<file path="src/rtl/mips_ctrl_pkg.sv">
// Shared types and encodings for the multicycle MIPS main control FSM.
package mips_ctrl_pkg;

  typedef enum logic [3:0] {
    StFetch,
    StDecode,
    StMemAddr,
    StMemRd,
    StMemWb,
    StMemWr,
    StRtypeEx,
    StRtypeWb,
    StBranch,
    StJump,
    StAddiEx,
    StAddiWb,
    StIllegal
  } state_e;

  localparam logic [5:0] OP_RTYPE = 6'b000000;
  localparam logic [5:0] OP_LW    = 6'b100011;
  localparam logic [5:0] OP_SW    = 6'b101011;
  localparam logic [5:0] OP_BEQ   = 6'b000100;
  localparam logic [5:0] OP_J     = 6'b000010;
  localparam logic [5:0] OP_ADDI  = 6'b001000;

  localparam logic [1:0] ALU_ADD   = 2'b00;
  localparam logic [1:0] ALU_SUB   = 2'b01;
  localparam logic [1:0] ALU_FUNCT = 2'b10;

  localparam logic [1:0] SRCB_REG     = 2'b00;
  localparam logic [1:0] SRCB_FOUR    = 2'b01;
  localparam logic [1:0] SRCB_IMM     = 2'b10;
  localparam logic [1:0] SRCB_IMM_SH2 = 2'b11;

  localparam logic [1:0] PCSRC_ALU    = 2'b00;
  localparam logic [1:0] PCSRC_ALUOUT = 2'b01;
  localparam logic [1:0] PCSRC_JUMP   = 2'b10;

endpackage

</file>
<file path="src/rtl/mips_mem_watchdog.sv">
// Counts cycles a memory state waits on mem_ready and flags an abort at WAIT_MAX.
module mips_mem_watchdog #(
  parameter int unsigned WAIT_MAX = 15
) (
  input  logic clk,
  input  logic rst,
  input  logic active,
  input  logic mem_ready,
  output logic timeout
);

  logic [7:0] wait_cnt;
  logic [7:0] wait_cnt_next;

  assign timeout = active && !mem_ready && (wait_cnt == 8'(WAIT_MAX));

  // Any exit from a memory state (ready or abort) restarts the count.
  always_comb begin
    wait_cnt_next = '0;
    if (active && !mem_ready && !timeout) begin
      wait_cnt_next = wait_cnt + 8'd1;
    end
  end

  always_ff @(posedge clk or posedge rst) begin
    if (rst) begin
      wait_cnt <= '0;
    end else begin
      wait_cnt <= wait_cnt_next;
    end
  end

endmodule

</file>
<file path="src/rtl/mips_multicycle_ctrl.sv">
// Moore main control FSM for the multicycle MIPS datapath with memory watchdog.
// Define MIPS_CTRL_ILLEGAL_TRAP_EN to make the ILLEGAL state terminal until reset.
module mips_multicycle_ctrl
  import mips_ctrl_pkg::*;
#(
  parameter int unsigned OPCODE_W = 6,
  parameter int unsigned WAIT_MAX = 15
) (
  input  logic                clk,
  input  logic                rst,
  input  logic [OPCODE_W-1:0] opcode,
  input  logic                mem_ready,
  output logic                pc_write,
  output logic                pc_write_cond,
  output logic                i_or_d,
  output logic                mem_read,
  output logic                mem_write,
  output logic                ir_write,
  output logic                mem_to_reg,
  output logic                reg_dst,
  output logic                reg_write,
  output logic                alu_src_a,
  output logic [1:0]          alu_src_b,
  output logic [1:0]          alu_op,
  output logic [1:0]          pc_source,
  output logic                mem_timeout,
  output logic                illegal_op
);

  state_e state;
  state_e state_next;
  logic   mem_active;
  logic   timeout;

  assign mem_active = (state == StFetch) || (state == StMemRd) || (state == StMemWr);

  mips_mem_watchdog #(
    .WAIT_MAX (WAIT_MAX)
  ) u_watchdog (
    .clk       (clk),
    .rst       (rst),
    .active    (mem_active),
    .mem_ready (mem_ready),
    .timeout   (timeout)
  );

  always_ff @(posedge clk or posedge rst) begin
    if (rst) begin
      state <= StFetch;
    end else begin
      state <= state_next;
    end
  end

  always_comb begin
    state_next    = state;
    pc_write      = 1'b0;
    pc_write_cond = 1'b0;
    i_or_d        = 1'b0;
    mem_read      = 1'b0;
    mem_write     = 1'b0;
    ir_write      = 1'b0;
    mem_to_reg    = 1'b0;
    reg_dst       = 1'b0;
    reg_write     = 1'b0;
    alu_src_a     = 1'b0;
    alu_src_b     = SRCB_REG;
    alu_op        = ALU_ADD;
    pc_source     = PCSRC_ALU;
    mem_timeout   = timeout;
    illegal_op    = 1'b0;

    unique case (state)
      StFetch: begin
        alu_src_b = SRCB_FOUR;
        // An aborted fetch retries from the same PC: no strobe at all.
        if (!timeout) begin
          mem_read = 1'b1;
          ir_write = mem_ready;
          pc_write = mem_ready;
          if (mem_ready) state_next = StDecode;
        end
      end
      StDecode: begin
        alu_src_b = SRCB_IMM_SH2;
        case (opcode)
          OP_RTYPE:     state_next = StRtypeEx;
          OP_LW, OP_SW: state_next = StMemAddr;
          OP_BEQ:       state_next = StBranch;
          OP_J:         state_next = StJump;
          OP_ADDI:      state_next = StAddiEx;
          default:      state_next = StIllegal;
        endcase
      end
      StMemAddr: begin
        alu_src_a  = 1'b1;
        alu_src_b  = SRCB_IMM;
        state_next = (opcode == OP_SW) ? StMemWr : StMemRd;
      end
      StMemRd: begin
        i_or_d   = 1'b1;
        mem_read = !timeout;
        if (timeout)        state_next = StFetch;
        else if (mem_ready) state_next = StMemWb;
      end
      StMemWb: begin
        reg_write  = 1'b1;
        mem_to_reg = 1'b1;
        state_next = StFetch;
      end
      StMemWr: begin
        i_or_d    = 1'b1;
        mem_write = !timeout;
        if (timeout || mem_ready) state_next = StFetch;
      end
      StRtypeEx: begin
        alu_src_a  = 1'b1;
        alu_op     = ALU_FUNCT;
        state_next = StRtypeWb;
      end
      StRtypeWb: begin
        reg_write  = 1'b1;
        reg_dst    = 1'b1;
        state_next = StFetch;
      end
      StBranch: begin
        alu_src_a     = 1'b1;
        alu_op        = ALU_SUB;
        pc_write_cond = 1'b1;
        pc_source     = PCSRC_ALUOUT;
        state_next    = StFetch;
      end
      StJump: begin
        pc_write   = 1'b1;
        pc_source  = PCSRC_JUMP;
        state_next = StFetch;
      end
      StAddiEx: begin
        alu_src_a  = 1'b1;
        alu_src_b  = SRCB_IMM;
        state_next = StAddiWb;
      end
      StAddiWb: begin
        reg_write  = 1'b1;
        state_next = StFetch;
      end
      StIllegal: begin
        illegal_op = 1'b1;
`ifdef MIPS_CTRL_ILLEGAL_TRAP_EN
        state_next = StIllegal;
`else
        state_next = StFetch;
`endif
      end
      default: state_next = StFetch;
    endcase

    // Reset is asynchronous, so outputs are forced quiet combinationally too.
    if (rst) begin
      pc_write      = 1'b0;
      pc_write_cond = 1'b0;
      i_or_d        = 1'b0;
      mem_read      = 1'b0;
      mem_write     = 1'b0;
      ir_write      = 1'b0;
      mem_to_reg    = 1'b0;
      reg_dst       = 1'b0;
      reg_write     = 1'b0;
      alu_src_a     = 1'b0;
      alu_src_b     = SRCB_REG;
      alu_op        = ALU_ADD;
      pc_source     = PCSRC_ALU;
      mem_timeout   = 1'b0;
      illegal_op    = 1'b0;
    end
  end

endmodule

</file>
<file path="config.mk">
export PLATFORM = sky130hd
export DESIGN_NAME = mips_multicycle_ctrl
export DESIGN_NICKNAME = d
export VERILOG_FILES = /design/src/rtl/mips_ctrl_pkg.sv /design/src/rtl/mips_mem_watchdog.sv /design/src/rtl/mips_multicycle_ctrl.sv
export SDC_FILE = /design/constraint.sdc
export NUM_CORES = 1
export LEC_CHECK = 0
export CAP_MARGIN = 10
export CORE_MARGIN = 4
export CORE_UTILIZATION = 50
export CTS_BUF_LIST = sky130_fd_sc_hd__clkbuf_8
export DETAILED_ROUTE_END_ITERATION = 10
export GPL_TIMING_DRIVEN = 0
export PLACE_DENSITY = 0.83
export SLEW_MARGIN = 20
export SYNTH_ARGS = -nofsm -noshare
export SYNTH_HDL_FRONTEND = slang
export SYNTH_SLANG_ARGS = --single-unit
</file>
<file path="constraint.sdc">
create_clock -name clk -period 2.95 [get_ports clk]
set_input_delay 0.4425 -clock clk [delete_from_list [all_inputs] [get_ports clk]]
set_output_delay 0.4425 -clock clk [all_outputs]
set_load 0.02 [all_outputs]
</file>
==> Yosys cells after proc, flatten, opt, wreduce, memory -nomap -nowiden <==
Index checks and enable logic that the tools add are counted.
{ "word_totals": {"regBits": 12, "in_bits": 9} }
{ "op_classes": {"n_mux": 40, "n_reduce_logical": 16, "add_sub_neg": 1, "eq_ne": 22} }
{ "ops": {"columns": ["cell", "n"], "rows": [
  ["$pmux 4 s7", 1],
  ["$mux 1", 23],
  ["$eq 4x4->1 const B", 5],
  ["$mux 4", 5],
  ["$pmux 4 s5", 1],
  ["$eq 4x3->1 const B", 4],
  ["$eq 6x6->1 const B", 2],
  ["$add 8x1->8 const B", 1],
  ["$eq 4x2->1 const B", 2],
  ["$eq 8x4->1 const B", 1],
  ["$mux 8", 1],
  ["$pmux 2 s2", 2],
  ["$eq 6x2->1 const B", 1],
  ["$eq 6x3->1 const B", 1],
  ["$eq 6x4->1 const B", 1],
  ["$logic_not 6->1", 1],
  ["$mux 2", 3],
  ["$pmux 2 s3", 1],
  ["$reduce_or 2->1", 3],
  ["$eq 4x1->1 const B", 1],
  ["$logic_not 4->1", 1],
  ["$ne 2x2->1 const B", 2],
  ["$pmux 1 s2", 2],
  ["$reduce_and 4->1", 1],
  ["8 further kinds", 13]
]} }

==> Logic depth before layout (Yosys ltp) <==
Gate-level depths: netlist of run 1.
{ "logic_depth": {"ltp_word": 8, "depth_mapped": 6, "mapped_depth_nobuf": 6} }

==> Cells and area by module <==
Synthesis of run 1 repeated with hierarchy kept, for this count alone.
{ "hier_totals": {"hier_cells": 131, "hier_area_um2": 1029.7} }
{ "modules_own_cells": {"columns": ["mod", "n_inst", "area_per_inst_um2", "seq_area_each_um2", "cells_per_inst"], "rows": [
  ["mips_multicycle_ctrl", 1, 646.9, 100.1, 92],
  ["mips_mem_watchdog", 1, 382.9, 200.2, 39]
]} }

==> Worst setup path before layout of run 1 <==
OpenSTA, ideal clock, no wires.
{ "synth_path": {"path_type": "reg2out", "start": "reg state[2]", "end": "out pc_write", "setup_slack_ns": 0.674, "path_buffers": 1, "stages_incl_launch_ff": 6, "required_ns": 2.508, "t_arrival_ns": 1.833, "path_cell_list": "dfrtp_1 -> buf_2 -> nor2_1 -> nand2_1 -> nor4_1 -> or2_2"} }
{ "synth_via": {"elab_chain_cells": 8, "elab_cells_between_ends": 11} }
{ "synth_rtl": {"columns": ["element", "line", "rtl"], "rows": [
  ["from (decl)", "mips_multicycle_ctrl.sv:30", "state_e state;"],
  ["from (signal assigned)", "mips_multicycle_ctrl.sv:49", "state <= StFetch;"],
  ["from (signal assigned)", "mips_multicycle_ctrl.sv:51", "state <= state_next;"],
  ["$eq 4x2->1 / $logic_not 4->1 (equally long branches)", "mips_multicycle_ctrl.sv:35, mips_multicycle_ctrl.sv:73", null],
  ["$logic_or 1x1->1 (2 in a row)", "mips_multicycle_ctrl.sv:35", "assign mem_active = (state == StFetch) || (state == StMemRd) || (state == StMemWr);"],
  ["$logic_and 1x1->1 (2 in a row)", "mips_mem_watchdog.sv:15", "assign timeout = active && !mem_ready && (wait_cnt == 8'(WAIT_MAX));"],
  ["$mux 1", "mips_multicycle_ctrl.sv:77", "if (!timeout) begin"],
  ["$pmux 1 s2 (*)", "mips_multicycle_ctrl.sv:73", "unique case (state)"],
  ["$mux 1 (*)", "mips_multicycle_ctrl.sv:159", "if (rst) begin"],
  ["to (decl)", "mips_multicycle_ctrl.sv:13", "output logic pc_write,"]
]} }
Mark *: on every way between the ends. The rest lies on a longest branch, timed or not.

==> Worst setup path after layout of run 1 <==
{ "layout_path": {"start": "in mem_ready", "end": "out mem_timeout"} }
{ "layout_via": {"elab_chain_cells": 4} }
{ "layout_rtl": {"columns": ["element", "line", "rtl"], "rows": [
  ["from (decl)", "mips_multicycle_ctrl.sv:12", "input logic mem_ready,"],
  ["$logic_not 1->1", "mips_mem_watchdog.sv:15", null],
  ["$logic_and 1x1->1 (2 in a row)", "mips_mem_watchdog.sv:15", null],
  ["$mux 1", "mips_multicycle_ctrl.sv:159", null],
  ["to (decl)", "mips_multicycle_ctrl.sv:26", "output logic mem_timeout,"]
]} }
Every way passes these cells.

==> run summary, run 1 <==
For this run the aggregate overflow at the end of global routing stands at 0. The routed wirelength normalized by instance count came out at 12.99 um. STA classifies the critical path endpoint as an output port. The die extent in x came out at 51.90 um.

The worst slack on hold paths was 369.2 ps. The total instance count after detailed placement is 173. Portion of netlist area occupied by mux cells: 0. The compound-gate portion of the synthesized area came out at 0.1312. Buffers inserted to repair hold after CTS numbered 0. For the initial antenna violation count, the log shows 0. The worst register-to-register path ends at state[2]. Setup slack closes at 121.8 ps. In this run the remaining antenna-violating nets after routing total 0.

The clock buffer count from CTS came out at 3. In this run the critical register-to-register path is launched from u_watchdog.wait_cnt[0]. The die span in y works out to 51.90 um. The number of sinks on the clock net came out at 12. The first TritonRoute pass finished after 4 iterations. Counting every net in the synthesized netlist gives 133. On the worst path, the slowest cell contributes a delay of 650 ps. The largest net degree at the start of global routing came out at 14. Max-cap violations in this run came to 0. Counting every instance in the synthesized netlist gives 123. The core area is 1783 um2, and the proportion of layout cells with a drive suffix above 1 is 0.1053.

The number of buffers and inverters on the critical path is 2. 27 I/O pins were placed. The worst setup path is launched from an input pin.

At the pin with the least slew margin, the transition time is 468.5 ps. The global-route wire length before repair came out at 4008 um. The post-CTS setup-driven buffer insertion count was 0. Number of antenna diodes: 0.

Setup repair after global routing left no endpoint under its margin. Among cell families on the critical path, the largest total delay comes from buffers and inverters. Post-detailed-route DRC marker count: 0. CTS placed an instance of sky130_fd_sc_hd__clkbuf_8 at the clock tree root.

For the worst setup path, the data required time is 2510 ps. The initialized floorplan defines 15 standard-cell rows. Clock-pin slew was measured on the worst setup and hold paths at 50 ps. The average vias per placed instance was 5.576. Worst slew margin relative to its limit: 0.6873. Traced cell by cell, the critical path runs through clkdlybuf4s50_1, or3_1, nor3_1, clkdlybuf4s50_1. The critical path data arrival time was 2390 ps. For this design the static power due to leakage is 0.5278 nW. The simple logic cell fraction of the synthesized area is 0.4013. The area growth from synthesis to layout is 34.94%. TritonCTS built the clock tree. The flow ran to the end, and the final reports show no timing, DRC or antenna violations. The portion of the clock cycle consumed by the worst path in the final layout is 0.9587, and the H-tree depth reported by CTS is 1. Before CTS, the worst setup slack after placement is 229.4 ps.

Timing would allow up to 353.6 MHz. The number of design-rule violations left by the first detailed-router iteration is 13, and the post-detailed-placement half-perimeter wirelength is 1806 um. Cell with the most instances on the worst path: sky130_fd_sc_hd__clkdlybuf4s50_1.

The tools report the count of final max-slew check failures as 0. The fraction of the mapped netlist area in adder cells is 0.01299, and the average footprint of a synthesized cell is 7.833 um2. For the overall fraction of global-route tracks in use, the log shows 0.1932. For the register area share after synthesis, the log shows 0.3117. The count of cells in the finished layout, fillers not included, comes to 177. After synthesis, the cell types taking the most area are sky130_fd_sc_hd__dfrtp_1 (31%), sky130_fd_sc_hd__nor2_1 (7.8%), sky130_fd_sc_hd__nor3_1 (5.7%).

The number of global-route vias before repair was 935; the setup skew after layout was 2.641 ps. After synthesis the netlist holds a flip-flop and latch count of 12. The routed design could run at a clock period as short as 2828 ps. In this run the power density over the cells is 760.7 nW/um2.

The net count reported at finish was 163; the area of the die was 2693 um2. Slowest stage cell on the critical path: sky130_fd_sc_hd__clkdlybuf4s50_1. The share of the core filled with cells in the final layout was 0.7291; the share of the synthesized area in the top cell type was 0.3117.

IR analysis of the VDD net gives a maximum drop of 0.5592 mV. The number of hold-slack violations in the final timing report was 0; the peak fanout along the critical path was 7. The worst setup path is of the input pin to output port kind.

The last weighted congestion value of the routability-driven placer is 0.8406, and the number of endpoints failing setup at the final stage is 0. The routed layout has 987 vias. Summed over all instances, the cell type with the most area after synthesis is sky130_fd_sc_hd__dfrtp_1. By area, the combinational part of the netlist is dominated by simple AND/OR/NAND/NOR gates. The synthesized netlist occupies a cell area of 963.4 um2. In this run, post-CTS repair resized a total of 0 instances. The path class of the lowest-slack min-delay path was input pin to async pin. Measured in cells, the most critical reg-to-reg path has a length of 6. Summed over all failing endpoints, the final setup total negative slack is 0 ps. The setup slack of the worst register-to-register path was 1230 ps; the area share of xor/xnor cells in the synthesized design was 0.08052. The run gives 2 as the maximum buffer depth of the clock tree. The starting density of the core is 0.5404. After detailed routing, the total wire length is 2299 um. The Yosys step of the flow raised 0 warnings.

The tools report the number of different library cells in the post-synthesis netlist as 36. Input and output buffers added on the ports amount to 25. The insertion delay to the later sink of the worst-skew pair came out at 240 ps.
==> sequential cells by signal, summed over array words and instances (netlist names) <==
register             flops
state                    4
u_watchdog.wait_cnt      8
==> power breakdown <==
group / switching, mW / internal (mW)
clock network: 0.0591 / 0.118
registers: 0.0199 / 0.197
logic: 0.360 / 0.235
==> cell usage after synthesis <==
cell,count
sky130_fd_sc_hd__a211oi_1,1
sky130_fd_sc_hd__a21o_1,1
sky130_fd_sc_hd__a21oi_1,1
sky130_fd_sc_hd__a21oi_2,1
sky130_fd_sc_hd__a31oi_1,3
sky130_fd_sc_hd__a32oi_1,1
sky130_fd_sc_hd__and2_1,1
sky130_fd_sc_hd__and3_1,4
sky130_fd_sc_hd__buf_2,3
sky130_fd_sc_hd__buf_4,1
sky130_fd_sc_hd__buf_6,1
sky130_fd_sc_hd__clkbuf_1,4
sky130_fd_sc_hd__dfrtp_1,12
sky130_fd_sc_hd__ha_1,1
sky130_fd_sc_hd__inv_1,3
sky130_fd_sc_hd__nand2_1,9
sky130_fd_sc_hd__nand2b_1,5
sky130_fd_sc_hd__nand3_1,4
sky130_fd_sc_hd__nand4_1,1
sky130_fd_sc_hd__nor2_1,20
sky130_fd_sc_hd__nor2b_1,1
sky130_fd_sc_hd__nor3_1,11
sky130_fd_sc_hd__nor3b_1,1
sky130_fd_sc_hd__nor4_1,7
sky130_fd_sc_hd__nor4_2,3
sky130_fd_sc_hd__nor4b_1,3
sky130_fd_sc_hd__o21ai_0,5
sky130_fd_sc_hd__o21ai_1,1
sky130_fd_sc_hd__o31ai_1,2
sky130_fd_sc_hd__o32ai_1,1
sky130_fd_sc_hd__o41ai_2,1
sky130_fd_sc_hd__or2_2,1
sky130_fd_sc_hd__or3_1,1
sky130_fd_sc_hd__xnor2_1,4
sky130_fd_sc_hd__xor2_1,3
sky130_fd_sc_hd__xor2_2,1
==> cells by family (layout without fill, tap and decap cells) <==
group,Yosys count,in the layout
buffers and inverters,12,41
AOI/OAI and AO/OA,18,18
xor gates and xnor gates,8,8
DFF,12,12
adders and majority gates,1,1
and+or+nand+nor,72,72
==> area by class of cell <==
cell class,instances,area (um2)
Multi-Input combinational cell,99,603.1
Fill cell,139,483.0
Sequential cell,12,300.3
Timing Repair Buffer,25,250.2
Clock buffer,4,55.05
Buffer,9,48.80
Tap cell,25,31.28
Inverter,3,11.26
==> routing by layer <==
layer / up-vias / track usage / wire, um
met1: 463 / 0.2545 / 1044
met3: 2 / 0.05158 / 110
met2: 21 / 0.3222 / 1130
li1: 501 / - / -
met4: 0 / 0.02620 / 14
met5: - / 0 / 0
==> worst max path at each step <==
stage | start | end | slack, ps | cells past startpoint
after global routing | state[1] | mem_timeout | 70 | 6
final | mem_ready | mem_timeout | 120 | 4
after floorplan | state[2] | pc_write | 670 | 5
after detailed placement | mem_ready | mem_timeout | 230 | 4
after CTS | state[1] | mem_timeout | 120 | 6
after global placement | mem_ready | mem_timeout | 230 | 4
==> per-stage QoR <==
stage                     area [um2]  total power [mW]
after floorplan                963.4            0.6267
after global placement          1245            0.7986
after detailed placement        1245            0.8077
after global routing            1300             1.063
final                           1300            0.9888
after CTS                       1300            0.9881
==> cells in the final DEF (no fill, tap or decap), types with 4 or more instances in the layout <==
cell type	instances
sky130_fd_sc_hd__clkdlybuf4s50_1	25
sky130_fd_sc_hd__clkbuf_8	4
sky130_fd_sc_hd__clkbuf_1	4
sky130_fd_sc_hd__o21ai_0	5
sky130_fd_sc_hd__and3_1	4
sky130_fd_sc_hd__nor3_1	11
sky130_fd_sc_hd__nand2b_1	5
sky130_fd_sc_hd__nor4_1	7
sky130_fd_sc_hd__dfrtp_1	12
sky130_fd_sc_hd__nor2_1	20
sky130_fd_sc_hd__nand3_1	4
sky130_fd_sc_hd__nand2_1	9
sky130_fd_sc_hd__xnor2_1	4
No activity file was read; power rests on OpenSTA's default activity.
==> run 2, diff against run 1 <==
CELL_PAD_IN_SITES_DETAIL_PLACEMENT = 1   (was not set)
CELL_PAD_IN_SITES_GLOBAL_PLACEMENT = 2   (was not set)
CORE_UTILIZATION = 29   (was 50)
PLACE_DENSITY = not set   (was 0.83)
PLACE_DENSITY_LB_ADDON = 0.1   (was not set)
==> run 2 against run 1 <==
Compared with the run above:
- register-to-register slack is essentially flat
- global-route usage shrank 5.2 points
- highest routed layer unchanged
- utilization shrank 30 points
- clock power is essentially flat
- sequential power is essentially flat
- final cell count grew 11%
- maximum frequency grew 3.2%
- clock skew is essentially flat
- worst setup slack gained 88 ps
- worst hold slack gained 62 ps
- routed wire length grew 20%
- first-iteration DRC count grew 15%
==> run summary, run 2 (synthesized netlist as in run 1, its figures left out) <==
The run finished with clean final reports. The largest net degree at the start of global routing was 14. The congestion estimate from routability-driven global placement came to 0.7226. Once the clock tree was built, the setup fixing pass inserted 0 buffers.

The register with the most flip-flops in the layout has 8 of them. The tools report the setup skew after layout as 2.267 ps. Max-cap violations in this run came to 0. The worst slack on hold paths was 430.8 ps; the routed wirelength normalized by instance count was 14.03 um. For this design, the sink count on the clock tree is 12. For the post-detailed-route DRC marker count, the log shows 0. The maximum buffer depth of the clock tree was 2. The largest registers in the layout are u_watchdog.wait_cnt x8, state x4. The average vias per placed instance was 5.097. The path class of the lowest-slack min-delay path was input pin to async pin. The first TritonRoute pass finished after 4 iterations.

The transition time at the pin with the least slew margin works out to 500.1 ps. The startpoint type of the worst setup path was a flip-flop. The logs give 4781 um for the global-route wire length before repair and 609.3 um2 for the multi-input combinational cell area. The logs give 2749 um for the final wirelength and 3 for the clock buffer count from CTS. The portion of the clock cycle consumed by the worst path in the final layout works out to 0.9288. The power per unit of standard cell area is 752.1 nW/um2, and the number of fill cells is 408.

The peak fanout along the critical path is 10, and the total power consumption of the routed design is 1.000 mW. The count of final max-slew check failures was 0; the number of endpoints failing setup at the final stage was 0. The worst ir drop on vdd is 0.2498 mV, and the cell count of the worst reg-to-reg path is 6.

For the finished layout, the period the worst path requires is 2740 ps. The overall fraction of global-route tracks in use was 0.1417; the initial antenna violation count was 0. During I/O placement, the number of pins put on the boundary was 27. TritonCTS built the clock tree. The area growth from synthesis to final layout was 38.05%; the proportion of layout cells with a drive suffix above 1 was 0.1118. For the worst slew margin relative to its limit, the log shows 0.6662. The standard-cell row count is 20, and the clock slew at the register clock pins of the worst setup and hold paths is 50 ps. The worst setup path is captured at an output port. The die extent in x was 65.64 um. Largest register by flop count: u_watchdog.wait_cnt. Port buffering added 25 buffers. Summed over all failing endpoints, the final setup total negative slack is 0 ps. H-tree depth reported by CTS: 1.

The critical path data arrival time was 2300 ps; the net count reported at finish was 163. The root buffer cell chosen for the clock tree is sky130_fd_sc_hd__clkbuf_8. For the final standard cell count with taps included and fillers excluded, the log shows 196. Leaving out fill and tap cells, the most frequent cell in the layout is sky130_fd_sc_hd__clkdlybuf4s50_1. Leaving out fill and tap cells, the most frequent cells in the layout are sky130_fd_sc_hd__clkdlybuf4s50_1 (25), sky130_fd_sc_hd__nor2_1 (20), sky130_fd_sc_hd__dfrtp_1 (12).

The core area is 3128 um2. The critical path in this run is classified as flip-flop to output port. The run gives 2128 um as the post-detailed-placement half-perimeter wirelength. Across the whole layout, storage elements account for 300.3 um2.

The logs give 0 for the number of antenna diodes and 1071 for the number of global-route vias before repair. The upper clock frequency limit came out at 365.0 MHz. Setup repair after global routing left no endpoint under its margin. The die covers 4309 um2. The logs give 0 for the number of nets still failing antenna checks after routing and 0.5284 nW for the cell leakage power. The remaining global-route overflow was 0; the worst endpoint required time was 2510 ps. The later pin in the worst-skew pair is clocked with a latency of 240 ps. The logs give 0 for the number of hold-slack violations in the final timing report and 0.3080 for the starting density of the core. The die is 65.64 um tall.

The total via count in the routed design was 999. For the number of design-rule violations left by the first detailed-router iteration, the log shows 15. The total instance count after detailed placement was 192.
[run 2: cell count changes in the layout (fill, tap and decap cells not counted)]
| cell | delta |
|---|---|
| sky130_fd_sc_hd__nor4_1 | -1 |
| sky130_fd_sc_hd__nor4_2 | +1 |
[run 2: per-stage QoR]
step	setup WS, ps	util	instance area, um2
global placement	229.0	0.4056	1269
finish	210.0	0.4252	1330
global route	43.88	0.4252	1330
detailed placement	218.6	0.4056	1269
floorplan	674.4	-	963.4
CTS	158.5	0.4232	1324
[run 2: path summary, 6_finish.rpt]
| kind | slack (ps) | end | startpoint |
|---|---|---|---|
| hold reg to reg | 460 | u_watchdog.wait_cnt[0] | u_watchdog.wait_cnt[0] |
| max in group asynchronous | 2180 | u_watchdog.wait_cnt[7] | rst |
| setup reg to reg | 1230 | state[2] | u_watchdog.wait_cnt[0] |
| hold / removal | 430 | u_watchdog.wait_cnt[0] | rst |
| min in group clk | 460 | u_watchdog.wait_cnt[0] | u_watchdog.wait_cnt[0] |
| setup / recovery | 210 | mem_timeout | state[1] |
[run 2: where the power goes]
part,total (mW),switching (mW),internal (mW)
clock network,0.177,0.0588,0.118
logic,0.607,0.371,0.236
registers,0.217,0.0199,0.197
total,1.00,0.449,0.551
[run 2: area by class of cell]
| type | instances | area share |
|---|---|---|
| plain buffers | 9 | 0.03669 |
| clock buffers | 4 | 0.04139 |
| inverters | 3 | 0.008467 |
| multi-input cells | 99 | 0.4581 |
| flip-flops and latches | 12 | 0.2258 |
| well taps | 44 | 0.04139 |
| repair buffers | 25 | 0.1881 |
[run 2: repair_timing]
action / CTS / global route
endpoints found under the setup margin: 0 / 1
resized for setup: 0 / 1
hold buffers: 0 / 0
[run 2: critical path: stages (launching register included)]
cell	delay (ps)
sky130_fd_sc_hd__dfrtp_1	370
sky130_fd_sc_hd__buf_6	140
sky130_fd_sc_hd__nor3_1	250
sky130_fd_sc_hd__a21oi_2	90
sky130_fd_sc_hd__or3_1	380
sky130_fd_sc_hd__nor3_1	190
sky130_fd_sc_hd__clkdlybuf4s50_1	630
[run 2: metal layers]
metal,share of wire,wire length [um],GRT usage,vias to the layer above
li1,-,-,-,501
met2,0.52,1431,0.2503,16
met5,0,0,0,-
met3,0.017,47,0.01538,5
met1,0.44,1221,0.1677,477
met4,0.018,49,0.06995,0
